### src/rtl/fp32_to_fp16_pipe_if.sv
// Beat-level handshake bundle for the FP32-to-FP16 converter.
// The master side produces FP32 beats and consumes FP16 results; the slave
// side is the converter itself.
interface fp32_to_fp16_pipe_if #(
    parameter int LANES = 1
);
    logic                   in_valid;
    logic                   in_ready;
    logic [32*LANES-1:0]    in_data;
    logic [1:0]             in_rm;
    logic                   out_valid;
    logic                   out_ready;
    logic [16*LANES-1:0]    out_data;
    logic [4*LANES-1:0]     out_flags;

    modport master (
        output in_valid,
        output in_data,
        output in_rm,
        output out_ready,
        input  in_ready,
        input  out_valid,
        input  out_data,
        input  out_flags
    );

    modport slave (
        input  in_valid,
        input  in_data,
        input  in_rm,
        input  out_ready,
        output in_ready,
        output out_valid,
        output out_data,
        output out_flags
    );
endinterface

### src/rtl/fp32_to_fp16_pipe.sv
// Two-stage, multi-lane FP32 -> FP16 converter with IEEE-754 rounding.
// Stage 1 classifies each lane, rebiases the exponent and aligns the
// mantissa into a 10-bit field plus guard/sticky. Stage 2 rounds, packs
// and raises flags into the registered output. All lanes of a beat share
// one valid/ready handshake and one rounding mode, which travels with
// the beat.
module fp32_to_fp16_pipe #(
    parameter int LANES = 1
) (
    input  logic                  clk,
    input  logic                  rst,
    fp32_to_fp16_pipe_if.slave    bus
);

    localparam logic [1:0] RM_RNE = 2'b00;
    localparam logic [1:0] RM_RTZ = 2'b01;
    localparam logic [1:0] RM_RDN = 2'b10;
    localparam logic [1:0] RM_RUP = 2'b11;

    // Per-lane state carried from the align stage to the round stage.
    // 'special' lanes (NaN/Inf/zero) already hold their final encoding.
    // 'big' marks an unbiased exponent already past the FP16 range.
    typedef struct packed {
        logic        sign;
        logic        special;
        logic [15:0] spec_data;
        logic        spec_inv;
        logic        big;
        logic        tiny;
        logic [4:0]  exp;
        logic [9:0]  mant;
        logic        guard;
        logic        sticky;
    } s1_lane_t;

    // Classify one FP32 operand and align it onto the FP16 grid.
    function automatic s1_lane_t classify_lane(input logic [31:0] x);
        s1_lane_t          r;
        logic [7:0]        ex;
        logic [22:0]       m;
        logic signed [9:0] e;
        logic [4:0]        amt;
        logic [33:0]       sh_v;
        r      = '0;
        r.sign = x[31];
        ex     = x[30:23];
        m      = x[22:0];
        // Rebias 127 -> 15 in a signed 10-bit field.
        e      = $signed({2'b00, ex}) - 10'sd112;
        // Subnormal alignment: shift {1,m} right by 14-e (14..24). Bits
        // [23:0] of the window are the shifted-out part.
        amt    = 5'(10'sd14 - e);
        sh_v   = 34'({1'b1, m, 24'd0} >> amt);
        if ((ex == 8'hFF) && (m != 23'd0)) begin
            // NaN: quiet bit forced, payload top bits kept.
            r.special   = 1'b1;
            r.spec_data = {x[31], 5'b11111, 1'b1, m[21:13]};
            r.spec_inv  = ~m[22];
        end else if (ex == 8'hFF) begin
            r.special   = 1'b1;
            r.spec_data = {x[31], 5'b11111, 10'd0};
        end else if ((ex == 8'h00) && (m == 23'd0)) begin
            r.special   = 1'b1;
            r.spec_data = {x[31], 15'd0};
        end else if (ex == 8'h00) begin
            // FP32 denormal: far below half the smallest FP16 step, so it
            // behaves exactly like a pure sticky bit.
            r.tiny   = 1'b1;
            r.sticky = 1'b1;
        end else if (e > 10'sd30) begin
            r.big    = 1'b1;
        end else if (e >= 10'sd1) begin
            r.exp    = e[4:0];
            r.mant   = m[22:13];
            r.guard  = m[12];
            r.sticky = |m[11:0];
        end else if (e >= -10'sd10) begin
            r.tiny   = 1'b1;
            r.mant   = sh_v[33:24];
            r.guard  = sh_v[23];
            r.sticky = |sh_v[22:0];
        end else begin
            r.tiny   = 1'b1;
            r.sticky = 1'b1;
        end
        return r;
    endfunction

    // Whether the rounding mode adds one ulp to the truncated magnitude.
    function automatic logic round_inc(input s1_lane_t l, input logic [1:0] rm);
        logic inexact;
        logic inc;
        inexact = l.guard | l.sticky;
        case (rm)
            RM_RNE:  inc = l.guard & (l.sticky | l.mant[0]);
            RM_RTZ:  inc = 1'b0;
            RM_RDN:  inc = inexact & l.sign;
            RM_RUP:  inc = inexact & ~l.sign;
            default: inc = 1'b0;
        endcase
        return inc;
    endfunction

    // Saturation value on overflow: Inf when the mode rounds away from
    // zero for this sign, otherwise the largest finite magnitude.
    function automatic logic [15:0] overflow_value(input logic sign, input logic [1:0] rm);
        logic [15:0] v;
        case (rm)
            RM_RNE:  v = {sign, 15'h7C00};
            RM_RTZ:  v = {sign, 15'h7BFF};
            RM_RDN:  v = sign ? 16'hFC00 : 16'h7BFF;
            RM_RUP:  v = sign ? 16'hFBFF : 16'h7C00;
            default: v = {sign, 15'h7C00};
        endcase
        return v;
    endfunction

    // Round, pack and flag one lane; returns {data[15:0], flags[3:0]}.
    function automatic logic [19:0] round_lane(input s1_lane_t l, input logic [1:0] rm);
        logic        inexact;
        logic        inc_m;
        logic        inc_n;
        logic [15:0] sum_m;
        logic        ovf;
        logic [15:0] d;
        logic [3:0]  f;
        inexact = l.guard | l.sticky;
        inc_m   = round_inc(l, rm);
        inc_n   = round_inc(l, RM_RNE);
        // Adding into the packed {exp,mant} field lets a mantissa carry
        // bump the exponent and turns a subnormal 0x3FF+1 into min normal.
        sum_m   = {1'b0, l.exp, l.mant} + {15'd0, inc_m};
        // Overflow is judged on the nearest-rounded magnitude as well, so
        // anything at or above 65520 reports overflow in every mode.
        ovf     = l.big | (sum_m[15:10] >= 6'd31) |
                  (inc_n & (l.exp == 5'd30) & (l.mant == 10'h3FF));
        if (l.special) begin
            d = l.spec_data;
            f = {l.spec_inv, 3'b000};
        end else if (ovf) begin
            d = overflow_value(l.sign, rm);
            f = 4'b0101;
        end else begin
            d = {l.sign, sum_m[14:0]};
            f = {2'b00, l.tiny & inexact, inexact};
        end
        return {d, f};
    endfunction

    logic                   s1_valid_r;
    logic [1:0]             s1_rm_r;
    s1_lane_t [LANES-1:0]   s1_lane_r;
    s1_lane_t [LANES-1:0]   s1_lane_s;

    logic                   out_valid_r;
    logic [16*LANES-1:0]    out_data_r;
    logic [4*LANES-1:0]     out_flags_r;
    logic [16*LANES-1:0]    s2_data_s;
    logic [4*LANES-1:0]     s2_flags_s;

    logic                   s2_load_s;
    logic                   s1_adv_s;
    logic                   in_ready_s;

    // Stage-advance control: a stage loads when empty or when it drains.
    always_comb begin
        s2_load_s  = ~out_valid_r | bus.out_ready;
        s1_adv_s   = s1_valid_r & s2_load_s;
        in_ready_s = ~s1_valid_r | s1_adv_s;
    end

    // Align stage datapath, one independent slice per lane.
    always_comb begin
        s1_lane_s = '0;
        for (int i = 0; i < LANES; i++) begin
            s1_lane_s[i] = classify_lane(bus.in_data[32*i +: 32]);
        end
    end

    // Round stage datapath, one independent slice per lane.
    always_comb begin
        s2_data_s  = '0;
        s2_flags_s = '0;
        for (int i = 0; i < LANES; i++) begin
            {s2_data_s[16*i +: 16], s2_flags_s[4*i +: 4]} = round_lane(s1_lane_r[i], s1_rm_r);
        end
    end

    // Align-stage register: captures the beat and its rounding mode.
    always_ff @(posedge clk) begin
        if (rst) begin
            s1_valid_r <= 1'b0;
            s1_rm_r    <= 2'b00;
            s1_lane_r  <= '0;
        end else if (in_ready_s) begin
            s1_valid_r <= bus.in_valid;
            if (bus.in_valid) begin
                s1_rm_r   <= bus.in_rm;
                s1_lane_r <= s1_lane_s;
            end
        end
    end

    // Output register: holds the result steady while downstream stalls.
    always_ff @(posedge clk) begin
        if (rst) begin
            out_valid_r <= 1'b0;
            out_data_r  <= '0;
            out_flags_r <= '0;
        end else if (s2_load_s) begin
            out_valid_r <= s1_valid_r;
            if (s1_valid_r) begin
                out_data_r  <= s2_data_s;
                out_flags_r <= s2_flags_s;
            end
        end
    end

    assign bus.in_ready  = in_ready_s;
    assign bus.out_valid = out_valid_r;
    assign bus.out_data  = out_data_r;
    assign bus.out_flags = out_flags_r;

endmodule

### src/flat_wrapper.sv
// flat-port wrapper written by rule: the top's interface ports become plain ports
module fp32_to_fp16_pipe_flat 
#(
    parameter int LANES = 1
)
  (clk, rst, bus_in_valid, bus_in_data, bus_in_rm, bus_out_ready, bus_in_ready, bus_out_valid, bus_out_data, bus_out_flags);
  fp32_to_fp16_pipe_if #(.LANES(LANES)) bus_i ();
  input  logic clk;
  input  logic rst;
  input wire logic [$bits(bus_i.in_valid)-1:0] bus_in_valid;
  input wire logic [$bits(bus_i.in_data)-1:0] bus_in_data;
  input wire logic [$bits(bus_i.in_rm)-1:0] bus_in_rm;
  input wire logic [$bits(bus_i.out_ready)-1:0] bus_out_ready;
  output wire logic [$bits(bus_i.in_ready)-1:0] bus_in_ready;
  output wire logic [$bits(bus_i.out_valid)-1:0] bus_out_valid;
  output wire logic [$bits(bus_i.out_data)-1:0] bus_out_data;
  output wire logic [$bits(bus_i.out_flags)-1:0] bus_out_flags;
  assign bus_i.in_valid = bus_in_valid;
  assign bus_i.in_data = bus_in_data;
  assign bus_i.in_rm = bus_in_rm;
  assign bus_i.out_ready = bus_out_ready;
  assign bus_in_ready = bus_i.in_ready;
  assign bus_out_valid = bus_i.out_valid;
  assign bus_out_data = bus_i.out_data;
  assign bus_out_flags = bus_i.out_flags;
  fp32_to_fp16_pipe #(.LANES(LANES)) u_core (.clk(clk), .rst(rst), .bus(bus_i));
endmodule
### config.mk
export PLATFORM = sky130hd
export DESIGN_NAME = fp32_to_fp16_pipe_flat
export DESIGN_NICKNAME = d
export VERILOG_FILES = /design/src/rtl/fp32_to_fp16_pipe_if.sv /design/src/rtl/fp32_to_fp16_pipe.sv /design/src/flat_wrapper.sv
export SDC_FILE = /design/constraint.sdc
export NUM_CORES = 1
export LEC_CHECK = 0
export ABC_AREA = 1
export CAP_MARGIN = 40
export CORE_ASPECT_RATIO = 1.5
export CORE_MARGIN = 4
export CORE_UTILIZATION = 50
export CTS_BUF_LIST = sky130_fd_sc_hd__clkbuf_2
export DETAILED_ROUTE_END_ITERATION = 12
export PLACE_DENSITY = 0.83
export SYNTH_ARGS = -nofsm -noshare
export SYNTH_HDL_FRONTEND = slang
export SYNTH_SLANG_ARGS = --single-unit
### constraint.sdc
create_clock -name clk -period 3.3 [get_ports clk]
set_input_delay 0.33 -clock clk [delete_from_list [all_inputs] [get_ports clk]]
set_output_delay 0.33 -clock clk [all_outputs]
set_load 0.05 [all_outputs]
Yosys cells after proc, flatten, opt, wreduce, memory -nomap -nowiden

Cells that the tools add are included.

Bits of input ports: 38
Flip-flop bits (word level): 62
Output and inout port bits: 22
Logic and storage cells: 82

Add/subtract/negate cells: 3
Shift operators: 1
Multiplexer cells: 26
Magnitude comparators: 4
Reductions and logical operators: 10
Equal/unequal tests: 6
Bitwise operators: 17

Operators by type and width:

| cell                                                                                 | count |
|---|---|
| 16-bit two-way mux                                                                   | 5 |
| 16-bit one-hot mux with 4 select lines                                               | 1 |
| 19-bit two-way mux                                                                   | 3 |
| 17-bit two-way mux                                                                   | 3 |
| 48-bit by 5-bit >> shifter with 34-bit output                                        | 1 |
| 23-bit zero test                                                                     | 1 |
| 23-bit nonzero test                                                                  | 1 |
| 23-bit OR reduction                                                                  | 1 |
| 18-bit two-way mux                                                                   | 1 |
| 15-bit by 1-bit adder with 16-bit output                                             | 1 |
| 12-bit two-way mux                                                                   | 1 |
| 12-bit OR reduction                                                                  | 1 |
| 11-bit two-way mux                                                                   | 1 |
| 10-bit equality test (second input constant)                                         | 1 |
| 9-bit by 2-bit greater-or-equal comparator with 1-bit output (second input constant) | 1 |
| 9-bit by 5-bit greater-or-equal comparator with 1-bit output (second input constant) | 1 |
| 9-bit by 6-bit greater-than comparator with 1-bit output (second input constant)     | 1 |
| 8-bit by 7-bit subtractor with 9-bit output (second input constant)                  | 1 |
| 8-bit equality test (second input constant)                                          | 1 |
| 8-bit zero test                                                                      | 1 |
| 1-bit bitwise AND                                                                    | 7 |
| 1-bit two-way mux                                                                    | 7 |
| 6-bit by 5-bit greater-or-equal comparator with 1-bit output (second input constant) | 1 |
| 1-bit bitwise OR                                                                     | 6 |
| 12 further kinds                                                                     | 18 |

Depth between registers and ports, before layout

Gate-level depths: netlist (run 1).

Word-level depth: 11
Mapped depth: 20
Gate-level depth less buffers: 19

Least setup slack after synthesis (run 1)

Ideal clock, no wire load.

Path type: register to register
Start: register u_core.s1_rm_r[1]
End: register u_core.out_data_r[6], in the netlist u_core.bus.out_data[6]
Library setup time: 0.136 ns
Clock period less this slack: 2.404 ns
Stages on the path, launching flop included: 21
Required time: 3.164 ns
Slack: 0.896 ns
Buffers on the path: 1
Data arrival time: 2.267 ns
Cells stage by stage: dfxtp_1 -> inv_1 -> o21ai_0 -> nand4_1 -> nand2_1 -> ha_1 -> ha_1 -> inv_1 -> nor2_2 -> nand2_2 -> nor2_4 -> nand2_1 -> xor2_1 -> nor2_2 -> nand2_2 -> nand2_2 -> nand2_2 -> buf_6 -> nand3_2 -> nand2_1 -> a21oi_2

Longest elaborated chain between the ends: 8
Elaborated cells between the ends (all ways): 12
Those cells by class: add/sub: 1; order compare: 1; eq/ne: 3; mux: 4; bitwise: 2; reduce/logical: 1

Ends and longest elaborated chain:

| what                                                         | line                                              | RTL |
|---|---|---|
| from (decl)                                                  | fp32_to_fp16_pipe.sv:151                          | `logic [1:0] s1_rm_r;` |
| from (signal assigned)                                       | fp32_to_fp16_pipe.sv:198                          | `s1_rm_r <= bus.in_rm;` |
| 2-bit equality test, or another cell as far along            | fp32_to_fp16_pipe.sv:94, fp32_to_fp16_pipe.sv:108 |  |
| 1-bit one-hot mux with 4 select lines                        | fp32_to_fp16_pipe.sv:94                           | `case (rm)` |
| 15-bit by 1-bit adder with 16-bit output                     | fp32_to_fp16_pipe.sv:132                          | `sum_m = {1'b0, l.exp, l.mant} + {15'd0, inc_m};` |
| 6-bit by 5-bit greater-or-equal comparator with 1-bit output | fp32_to_fp16_pipe.sv:135                          | `ovf = l.big \| (sum_m[15:10] >= 6'd31) \|` |
| 1-bit bitwise OR (2 in series)                               | fp32_to_fp16_pipe.sv:135                          |  |
| 16-bit two-way mux (*)                                       | fp32_to_fp16_pipe.sv:140                          | `end else if (ovf) begin` |
| 16-bit two-way mux (*)                                       | fp32_to_fp16_pipe.sv:137                          | `if (l.special) begin` |
| to (signal assigned)                                         | fp32_to_fp16_pipe.sv:213                          | `out_data_r <= s2_data_s;` |
| to (decl)                                                    | fp32_to_fp16_pipe.sv:156                          | `logic [16*LANES-1:0] out_data_r;` |

Every way passes the cells marked *; elsewhere a longest branch is shown, timed or not.
A chain may end at the register's enable or synchronous reset.

Worst setup path in the final report (run 1)

Start: register u_core.s1_rm_r[1]
End: register u_core.out_data_r[7], in the netlist u_core.bus.out_data[7]

Same word-level chain as after synthesis.

==> results of run 1 <==
[metal layers]
layer  track usage, %  wire (um)  vias to the layer above
li1                 -          -                     2605
met1             24.9       4830                     2355
met2             44.9       6970                      179
met3             3.44        577                       48
met4             14.7        646                        0
met5                0          0                        -
[cell families (layout without fill, tap and decap cells)]
kind of cell    Yosys count  after routing  synth area share, %
buf+inv                  74            130                 6.86
compound gates           91             91                 12.3
fa+ha+maj                10             10                 2.77
simple gates            496            496                 48.6
flops                    58             58                 25.7
other cells               0              1                    0
xor+xnor                 18             18                 3.82
[final cells by class]
cell class	instances	area [sq um]	area share, %
repair buffers	77	746	13.9
well taps	110	138	2.56
clock inverters	3	65.1	1.21
multi-input cells	615	3050	56.9
diodes	1	2.50	0.0466
clock buffers	12	60.1	1.12
inverters	38	143	2.66
flip-flops and latches	58	1160	21.6
[synth_stat cells]
| library cell | instances | share of area (%) |
|---|---|---|
| xnor2_1 | 4 | 0.77 |
| nand3_1 | 126 | 14 |
| a21oi_2 | 10 | 1.9 |
| inv_1 | 35 | 2.9 |
| and3_1 | 1 | 0.14 |
| nand2_2 | 5 | 0.69 |
| nor2_1 | 68 | 5.6 |
| o21ai_0 | 12 | 1.3 |
| a211oi_1 | 2 | 0.33 |
| xor2_1 | 12 | 2.3 |
| and2_1 | 1 | 0.14 |
| nand4_1 | 10 | 1.4 |
| clkbuf_1 | 14 | 1.2 |
| nand2_4 | 1 | 0.25 |
| o31ai_1 | 1 | 0.17 |
| buf_4 | 1 | 0.17 |
| a22oi_1 | 3 | 0.50 |
| dfxtp_1 | 58 | 26 |
| nor2_4 | 3 | 0.75 |
| nor3_1 | 11 | 1.2 |
| nand2_1 | 250 | 21 |
| buf_2 | 17 | 1.9 |
| a31oi_1 | 7 | 0.97 |
| inv_2 | 1 | 0.083 |
| buf_6 | 1 | 0.25 |
| nor4_1 | 5 | 0.69 |
| a21oi_1 | 42 | 4.6 |
| a22o_1 | 1 | 0.19 |
| o211ai_1 | 11 | 1.8 |
| buf_1 | 3 | 0.25 |
| nand3_2 | 11 | 2.4 |
| ha_1 | 10 | 2.8 |
| or2_2 | 1 | 0.14 |
| o221ai_1 | 1 | 0.19 |
| xor2_2 | 2 | 0.72 |
| clkinv_1 | 2 | 0.17 |
| nor2_2 | 3 | 0.42 |
| o21bai_1 | 1 | 0.17 |
[stage by stage]
step                      setup WS, ns  cells  utilization (%)
after floorplan                  0.896    747                -
after global placement           0.377    898             59.3
after detailed placement         0.278    898             59.3
after CTS                        0.220    913             60.7
after global routing            0.0615    914             60.8
final                            0.302    914             60.8
[critical path, cell delays in order, from the launching register on]
cell     delay [ns]
dfxtp_1        0.39
inv_1          0.06
o21ai_0        0.22
nand4_1        0.12
nand2_1        0.10
ha_1           0.22
ha_1           0.21
inv_1          0.07
nor2_2         0.16
nand2_2        0.11
nor2_4         0.12
nand2_1        0.07
xor2_1         0.22
nor2_2         0.06
nand2_2        0.18
nand2_2        0.12
nand2_4        0.18
nand3_2        0.09
nand2_1        0.11
a21oi_2        0.05
[cells in the final DEF (no fill, tap or decap), drive strengths merged]
master	netlist	routed
o211ai	11	11
inv	36	36
o221ai	1	1
nor4	5	5
clkinv	2	3
or2	1	1
nand2	256	256
diode	0	1
and2	1	1
xor2	14	14
nor3	11	11
xnor2	4	4
o31ai	1	1
a22oi	3	3
clkbuf	14	12
a21oi	52	52
o21bai	1	1
a211oi	2	2
buf	22	19
nand4	10	10
bufinv	0	2
a22o	1	1
nor2	74	74
nand3	137	137
ha	10	10
o21ai	12	12
dfxtp	58	58
and3	1	1
a31oi	7	7
clkdlybuf4s50	0	58
[state kept, by name (all words and copies together), names as in the netlist]
name                  cells
u_core.s1_rm_r            2
u_core.s1_valid_r         1
u_core.bus.out_valid      1
u_core.s1_lane_r         34
u_core.bus.out_data      16
u_core.bus.out_flags      4
[power groups by stage]
stage | Sequential [W] | Combinational [W] | Clock [W]
floorplan | 0.000789 | 0.000374 | 0
global placement | 0.000760 | 0.000586 | 0
detailed placement | 0.000761 | 0.000591 | 0
CTS | 0.000745 | 0.000593 | 0.000511
global route | 0.000750 | 0.000664 | 0.000541
finish | 0.000745 | 0.000600 | 0.000495
[path summary, 6_finish.rpt]
kind	start	endpoint	slack [ns]	depth (start not counted)
hold / removal	bus_in_data[31]	u_core.s1_lane_r[37]	0.41	3
setup / recovery	u_core.s1_rm_r[1]	u_core.bus.out_data[7]	0.30	19
setup reg to reg	u_core.s1_rm_r[1]	u_core.bus.out_data[7]	0.30	19
hold reg to reg	u_core.bus.out_flags[2]	u_core.bus.out_flags[2]	0.48	2
==> impl_metrics.json, run 1 <==
{
  "status": "complete, no violations",
  "critical_path_class": "flip-flop to flip-flop",
  "netSwitchingFraction_pct": 34.9,
  "fill_cells": 852,
  "combinationalPowerShare_pct": 32.6,
  "die-area_sq_um": 10700,
  "initial_utilization_pct": 51.2,
  "cts_hold_repair.buffers": 0,
  "coreArea_sq_um": 8830,
  "critPathArrivalTime_ns": 3.35,
  "fin_crit_sh_pct": 90.8,
  "rows": 42,
  "intPower_w": 0.00120,
  "hpwl_um": 10300,
  "grt_pass1_vias": 4840,
  "wl_um": 13000,
  "path_max_fanout": 11,
  "drc_errors": 0,
  "p_switching_w": 0.000643,
  "cts.sinks": 58,
  "rsz0062_at_grt": "false",
  "cts-resized-gates": 0,
  "clock_power_share_pct": 26.9,
  "die_x_um": 85.6,
  "min_path_type": "primary input to flip-flop",
  "grt_first_pass_wirelength_um": 21300,
  "die_y_um": 124,
  "cts_root_buf": "clkbuf_2",
  "maxSlewViolCount": 0,
  "post-route-min-period_ns": 3.00,
  "pwr-share-seq_pct": 40.5,
  "syn2layout_area_growth_pct": 18.8,
  "critPathRequiredTime_ns": 3.65,
  "p_per_area_nw_per_um2": 343,
  "power_leakage_nw": 2.34,
  "grt_overflow_total": 0,
  "fmax_mhz": 334,
  "drt_iter0_markers": 320,
  "io_pins": 60,
  "finalSetupViolCount": 0,
  "grt_max_degree": 56,
  "port_buffers": 59,
  "worstMarginPinSlew_ns": 0.827,
  "skew_ns": 0.0255,
  "cts.clk_slew.worst_paths_ns": 0.15,
  "clk_latency_ns": 0.50,
  "cts_tree": "built",
  "groute.usage.overall_pct": 24.3,
  "relSlewSlack_pct": 44.8,
  "antenna_found_initial": 1,
  "postCtsSetupRepairBufs": 0,
  "synthCells": 747,
  "drv_cap": 0,
  "ys_types": 38,
  "synth.cell_area_sq_um": 4520,
  "hold_ws_ns": 0.414,
  "viasPerCell": 5.68,
  "syn_avg_cell_area_sq_um": 6.05,
  "placed_area_sq_um": 5240,
  "ys_ff_latch": 58,
  "hold_violations": 0,
  "design_area_sq_um": 5370,
  "drive_above_1_share_pct": 8.84,
  "ant_nets": 0,
  "syn-num-nets": 795,
  "numCtsBuffers": 9,
  "routedWlPerCell_um": 14.3,
  "tns_ns": 0,
  "startpoint_type": "flip-flop",
  "vias": 5187,
  "cp-end-kind": "flip-flop",
  "cts_max_level": 3,
  "cts_buffer_depth": 2,
  "yosysWarningCount": 0,
  "finalNetCount": 847,
  "drt-pass1-iter-count": 5,
  "seq_area_frac_synth_pct": 25.7,
  "ir_worst_vdd_mv": 0.298,
  "gp_congestion": 0.959,
  "p_total_w": 0.00184
}
Power figures use the tool's default switching activity.
==> run 2, diff against run 1 <==
- CTS_BUF_LIST: sky130_fd_sc_hd__clkbuf_2 -> sky130_fd_sc_hd__clkbuf_16
==> impl_metrics.json, run 2 (synthesized netlist as in run 1, its figures left out) <==
{
  "finalNetCount": 847,
  "syn2layout_area_growth_pct": 22.6,
  "placed_area_sq_um": 5240,
  "groute.usage.overall_pct": 24.7,
  "power_leakage_nw": 2.42,
  "startpoint": "u_core.s1_rm_r[1]",
  "routedWlPerCell_um": 14.5,
  "cts.clk_slew.worst_paths_ns": 0.05,
  "initial_utilization_pct": 51.2,
  "cts_buffer_depth": 2,
  "hpwl_um": 10300,
  "min_path_type": "flip-flop to flip-flop",
  "drv_cap": 0,
  "timing.rr.end": "u_core.bus.out_data[7]",
  "antenna_found_initial": 0,
  "design_area_sq_um": 5540,
  "post-route-min-period_ns": 2.98,
  "grt_pass1_vias": 4904,
  "vias": 5179,
  "port_buffers": 59,
  "ir_worst_vdd_mv": 0.328,
  "die_y_um": 124,
  "cts.sinks": 58,
  "drt_iter0_markers": 376,
  "critical_path_class": "flip-flop to flip-flop",
  "postCtsSetupRepairBufs": 0,
  "largest_reg_flops": 34,
  "die-area_sq_um": 10700,
  "drive_above_1_share_pct": 8.47,
  "p_per_area_nw_per_um2": 411,
  "mostFrequentLayoutCell": "nand2_1",
  "cp-end-kind": "flip-flop",
  "drc_errors": 0,
  "io_pins": 60,
  "skew_ns": 0.00562,
  "clk_latency_ns": 0.32,
  "path_max_fanout": 11,
  "maxSlewViolCount": 0,
  "ff2ff_setup_slack_ns": 0.32,
  "finalSetupViolCount": 0,
  "cts_max_level": 3,
  "n_antenna_cell": 0,
  "fin_crit_sh_pct": 90.2,
  "gp_congestion": 0.959,
  "cp-endpoint": "u_core.bus.out_data[7]",
  "critPathRequiredTime_ns": 3.48,
  "crit-reg2reg-launch": "u_core.s1_rm_r[1]",
  "die_x_um": 85.6,
  "grt_overflow_total": 0,
  "viasPerCell": 5.67,
  "rows": 42,
  "coreArea_sq_um": 8830,
  "grt_max_degree": 56,
  "top_register": "u_core.s1_lane_r",
  "worstMarginPinSlew_ns": 0.827,
  "fmax_mhz": 336,
  "cts_root_buf": "clkbuf_16",
  "drt-pass1-iter-count": 5,
  "rsz0062_at_grt": "false",
  "reg2reg_depth": 19,
  "tns_ns": 0,
  "status": "complete, no violations",
  "cts_tree": "built",
  "wl_um": 13300,
  "grt_first_pass_wirelength_um": 21700,
  "numCtsBuffers": 9,
  "layout_common_cells": "nand2_1 (250), nand3_1 (126), nor2_1 (68)",
  "relSlewSlack_pct": 44.8,
  "hold_violations": 0,
  "ant_nets": 0,
  "critPathArrivalTime_ns": 3.16,
  "startpoint_type": "flip-flop"
}
run 2: cell count changes in the layout (fill, tap and decap cells not counted), sizes merged:
cell,delta
diode,-1
clkbuf,-3
inv,+3
run 2: layout make-up:
cell class,count,area (sq um)
Clock buffer,9,225
Clock inverter,6,76.3
Fill cell,817,3290
Inverter,38,143
Multi-Input combinational cell,615,3050
Sequential cell,58,1160
Tap cell,110,138
Timing Repair Buffer,77,746
run 2: routing by layer:
layer / GRT usage (%) / part of all wire (%)
met5: 0 / 0
met1: 25.2 / 37
met3: 3.51 / 4.3
met2: 45.9 / 53
met4: 14.5 / 5.1
run 2: worst max-delay path, cell delays in order, from the launching register on:
cell     delay [ns]
dfxtp_1        0.36
inv_1          0.07
o21ai_0        0.22
nand4_1        0.12
nand2_1        0.11
ha_1           0.23
ha_1           0.21
inv_1          0.07
nor2_2         0.16
nand2_2        0.11
nor2_4         0.12
nand2_1        0.07
xor2_1         0.22
nor2_2         0.06
nand2_2        0.17
nand2_2        0.12
nand2_4        0.18
nand3_2        0.09
nand2_1        0.11
a21oi_2        0.05
run 2: how the worst min path moves through the flow:
stage / endpoint / startpoint / cells after the start
2_1_floorplan: u_core.s1_lane_r[19] / u_core.s1_lane_r[19] / 2
3_3_place_gp: u_core.bus.out_data[0] / u_core.bus.out_data[0] / 2
3_5_place_dp: u_core.bus.out_flags[2] / u_core.bus.out_flags[2] / 2
4_1_cts: u_core.bus.out_flags[2] / u_core.bus.out_flags[2] / 2
5_1_grt: u_core.s1_lane_r[21] / u_core.s1_lane_r[21] / 2
6_report: u_core.bus.out_flags[2] / u_core.bus.out_flags[2] / 2
run 2: metrics by stage:
stage	total power, W	cells	utilization [%]	hold slack (ns)	worst slack (ns)
global placement	0.00135	898	59.3	0.454	0.377
CTS	0.00228	913	62.7	0.462	0.237
detailed placement	0.00135	898	59.3	0.455	0.278
floorplan	0.00116	747	-	0.445	0.896
finish	0.00228	913	62.8	0.464	0.322
global route	0.00240	913	62.8	0.479	0.0501
run 2: timing repair:
action	in CTS	in global routing
resized for setup	0	1
endpoints found under the setup margin	0	10
hold buffers	0	0
run 2: power by group:
group	internal (W)	switching (W)	total, W
Sequential	0.000728	0.0000202	0.000748
Combinational	0.000216	0.000385	0.000601
Clock	0.000644	0.000287	0.000931
==> RTL edit, RTL diff (settings of run 1) <==
Reset style: asynchronous (`rst`), changed in 2 clocked blocks.
--- a/src/rtl/fp32_to_fp16_pipe.sv
+++ b/src/rtl/fp32_to_fp16_pipe.sv
@@ -187,7 +187,7 @@
     end
 
     // Align-stage register: captures the beat and its rounding mode.
-    always_ff @(posedge clk) begin
+    always_ff @(posedge clk or posedge rst) begin
         if (rst) begin
             s1_valid_r <= 1'b0;
             s1_rm_r    <= 2'b00;
@@ -202,7 +202,7 @@
     end
 
     // Output register: holds the result steady while downstream stalls.
-    always_ff @(posedge clk) begin
+    always_ff @(posedge clk or posedge rst) begin
         if (rst) begin
             out_valid_r <= 1'b0;
             out_data_r  <= '0;
Formal check against the unedited RTL: differs if rst is asserted again (counterexample within 4 cycles, from zero or initial values and one cycle with rst high); with rst held inactive, the same outputs for 4 cycles.
==> RTL edit against run 1 <==
- global-route usage up 2.1 points
- final area up 1.7%
- core utilization down 1.8 points
- worst setup slack better by 0.19 ns
- highest routed layer unchanged
- count of clock-buffer cells in the layout down 1
- worst hold slack worse by 0.18 ns
- area after synthesis up 4.4%
- via count up 0.98%
- synthesized cell count down 0.27%
- die area up 4.1%
- largest cell class unchanged
- sequential cell count unchanged
- routed wire length up 10%
- critical path depth down 3
Power is not compared: it rests on default switching activity, and its combinational part moved more than twofold at a synthesized area within 25%.
==> RTL edit: results (changes against run 1) <==
| Metric | Value |
|---|---|
| Clock skew | `0.01579 ns (was 0.02554 ns)` |
| Grt met3 use | `3.161% (was 3.441%)` |
| Met1 Usage GRT | `27.86% (was 24.86%)` |
| Post-Synth XOR/XNOR Area | `2.598% (was 3.820%)` |
| Number of global-route vias before repair | `5024 (was 4840)` |
| Ratio of cells with drive above 1 in the final layout | `5.388% (was 8.842%)` |
| Post-synthesis async set-or-reset flop share | `100.0% (was 0%)` |
| Unique cell type count in the Yosys netlist | `37 (was 38)` |
| GR Layer Usage met2 | `50.31% (was 44.92%)` |
| CP max FO | `12 (was 11)` |
| Nets@finish | `843 (was 847)` |
| Compound-Gate Fraction of Synth Area | `10.55% (was 12.26%)` |
| GRT Total Usage | `26.37% (was 24.27%)` |
| GPL Wtd Cong | `0.9922 (was 0.9589)` |
| Status | `completed (unchanged)` |
| Initial DRC Count | `337 (was 320)` |
| Crit path DAT | `3.21 ns (was 3.35 ns)` |
| Post-DP HPWL | `11590 um (was 10270 um)` |
| Via-per-instance ratio | `5.756 (was 5.675)` |
| Antenna fix cells | `0 (was 1)` |
| Worst Max-Slew Pin Slew | `0.6862 ns (was 0.8268 ns)` |
| Sequential-to-total area share from yosys stat | `30.75% (was 25.69%)` |
| First-pass GRT wire length | `23300 um (was 21290 um)` |
| Type of the worst min-delay path | `primary input to async pin (was primary input to flip-flop)` |
| Initial antenna violation count | `0 (was 1)` |
| Largest net degree at the start of global routing | `36 (was 56)` |
| Top post-synthesis cells by count | `nand2_1 (259), nand3_1 (144), dfrtp_1 (58), inv_1 (55), nor2_1 (37) (was nand2_1 (250), nand3_1 (126), nor2_1 (68), dfxtp_1 (58), a21oi_1 (42))` |
| WL final | `14330 um (was 13030 um)` |
RTL edit: per-layer routing:
| layer | wire length, um | vias to the layer above | part of all wire, % |
|---|---|---|---|
| li1 | - | 2594 | - |
| met1 | 5242 | 2427 | 37 |
| met2 | 7931 | 176 | 55 |
| met3 | 621 | 41 | 4.3 |
| met4 | 530 | 0 | 3.7 |
| met5 | 0 | - | 0 |
RTL edit: final timing paths:
kind / startpoint / end / slack, ns / depth (start not counted)
setup / recovery: u_core.s1_rm_r[0] / u_core.bus.out_data[10] / 0.49 / 16
hold / removal: rst / u_core.s1_lane_r[9] / 0.24 / 2
setup reg to reg: u_core.s1_rm_r[0] / u_core.bus.out_data[10] / 0.49 / 16
hold reg to reg: u_core.bus.out_data[4] / u_core.bus.out_data[4] / 0.50 / 2
max in group asynchronous: rst / u_core.bus.out_data[7] / 2.27 / 3
min in group clk: bus_in_data[31] / u_core.s1_lane_r[35] / 0.41 / 3
RTL edit: where the power goes:
part | internal (mW) | switching (mW)
Sequential | 0.830 | 0.0932
Combinational | 0.401 | 0.816
Clock | 0.172 | 0.241
Total | 1.40 | 1.15
RTL edit: through the flow:
step           setup slack, ns  area, sq um  hold WS, ns  util [%]  cells
2_1_floorplan           0.8516         4720       0.4336         -    745
3_3_place_gp            0.3543         5360       0.4638     57.92    894
3_5_place_dp            0.3155         5360       0.4730     57.92    894
4_1_cts                 0.5170         5460       0.2514     59.00    910
5_1_grt                 0.1567         5460       0.2803     59.00    910
6_report                0.4905         5460       0.2357     59.00    910
RTL edit: worst max-delay path, delay by kind of cell, from the launching register on:
kind                     cells  cell delay [ns]
flip-flops                   1             0.40
AO/OA/AOI/OAI                2             0.31
XOR/XNOR                     1             0.17
buffers and inverters        1             0.06
AND/OR/NAND/NOR             10             1.34
adder cells (fa/ha/maj)      2             0.46
RTL edit: layout make-up:
cell class / count / area, sq um
fillers: 938 / 3794
multi-input cells: 592 / 2860
flip-flops and latches: 58 / 1451
repair buffers: 70 / 673.1
inverters: 62 / 235.2
well taps: 112 / 140.1
clock buffers: 11 / 55.05
clock inverters: 5 / 45.04
RTL edit: logic make-up after synthesis:
kind of cell	count (synthesis)
xor+xnor	14
buf+inv	95
compound gates	87
simple gates	479
fa+ha+maj	12
flops	58
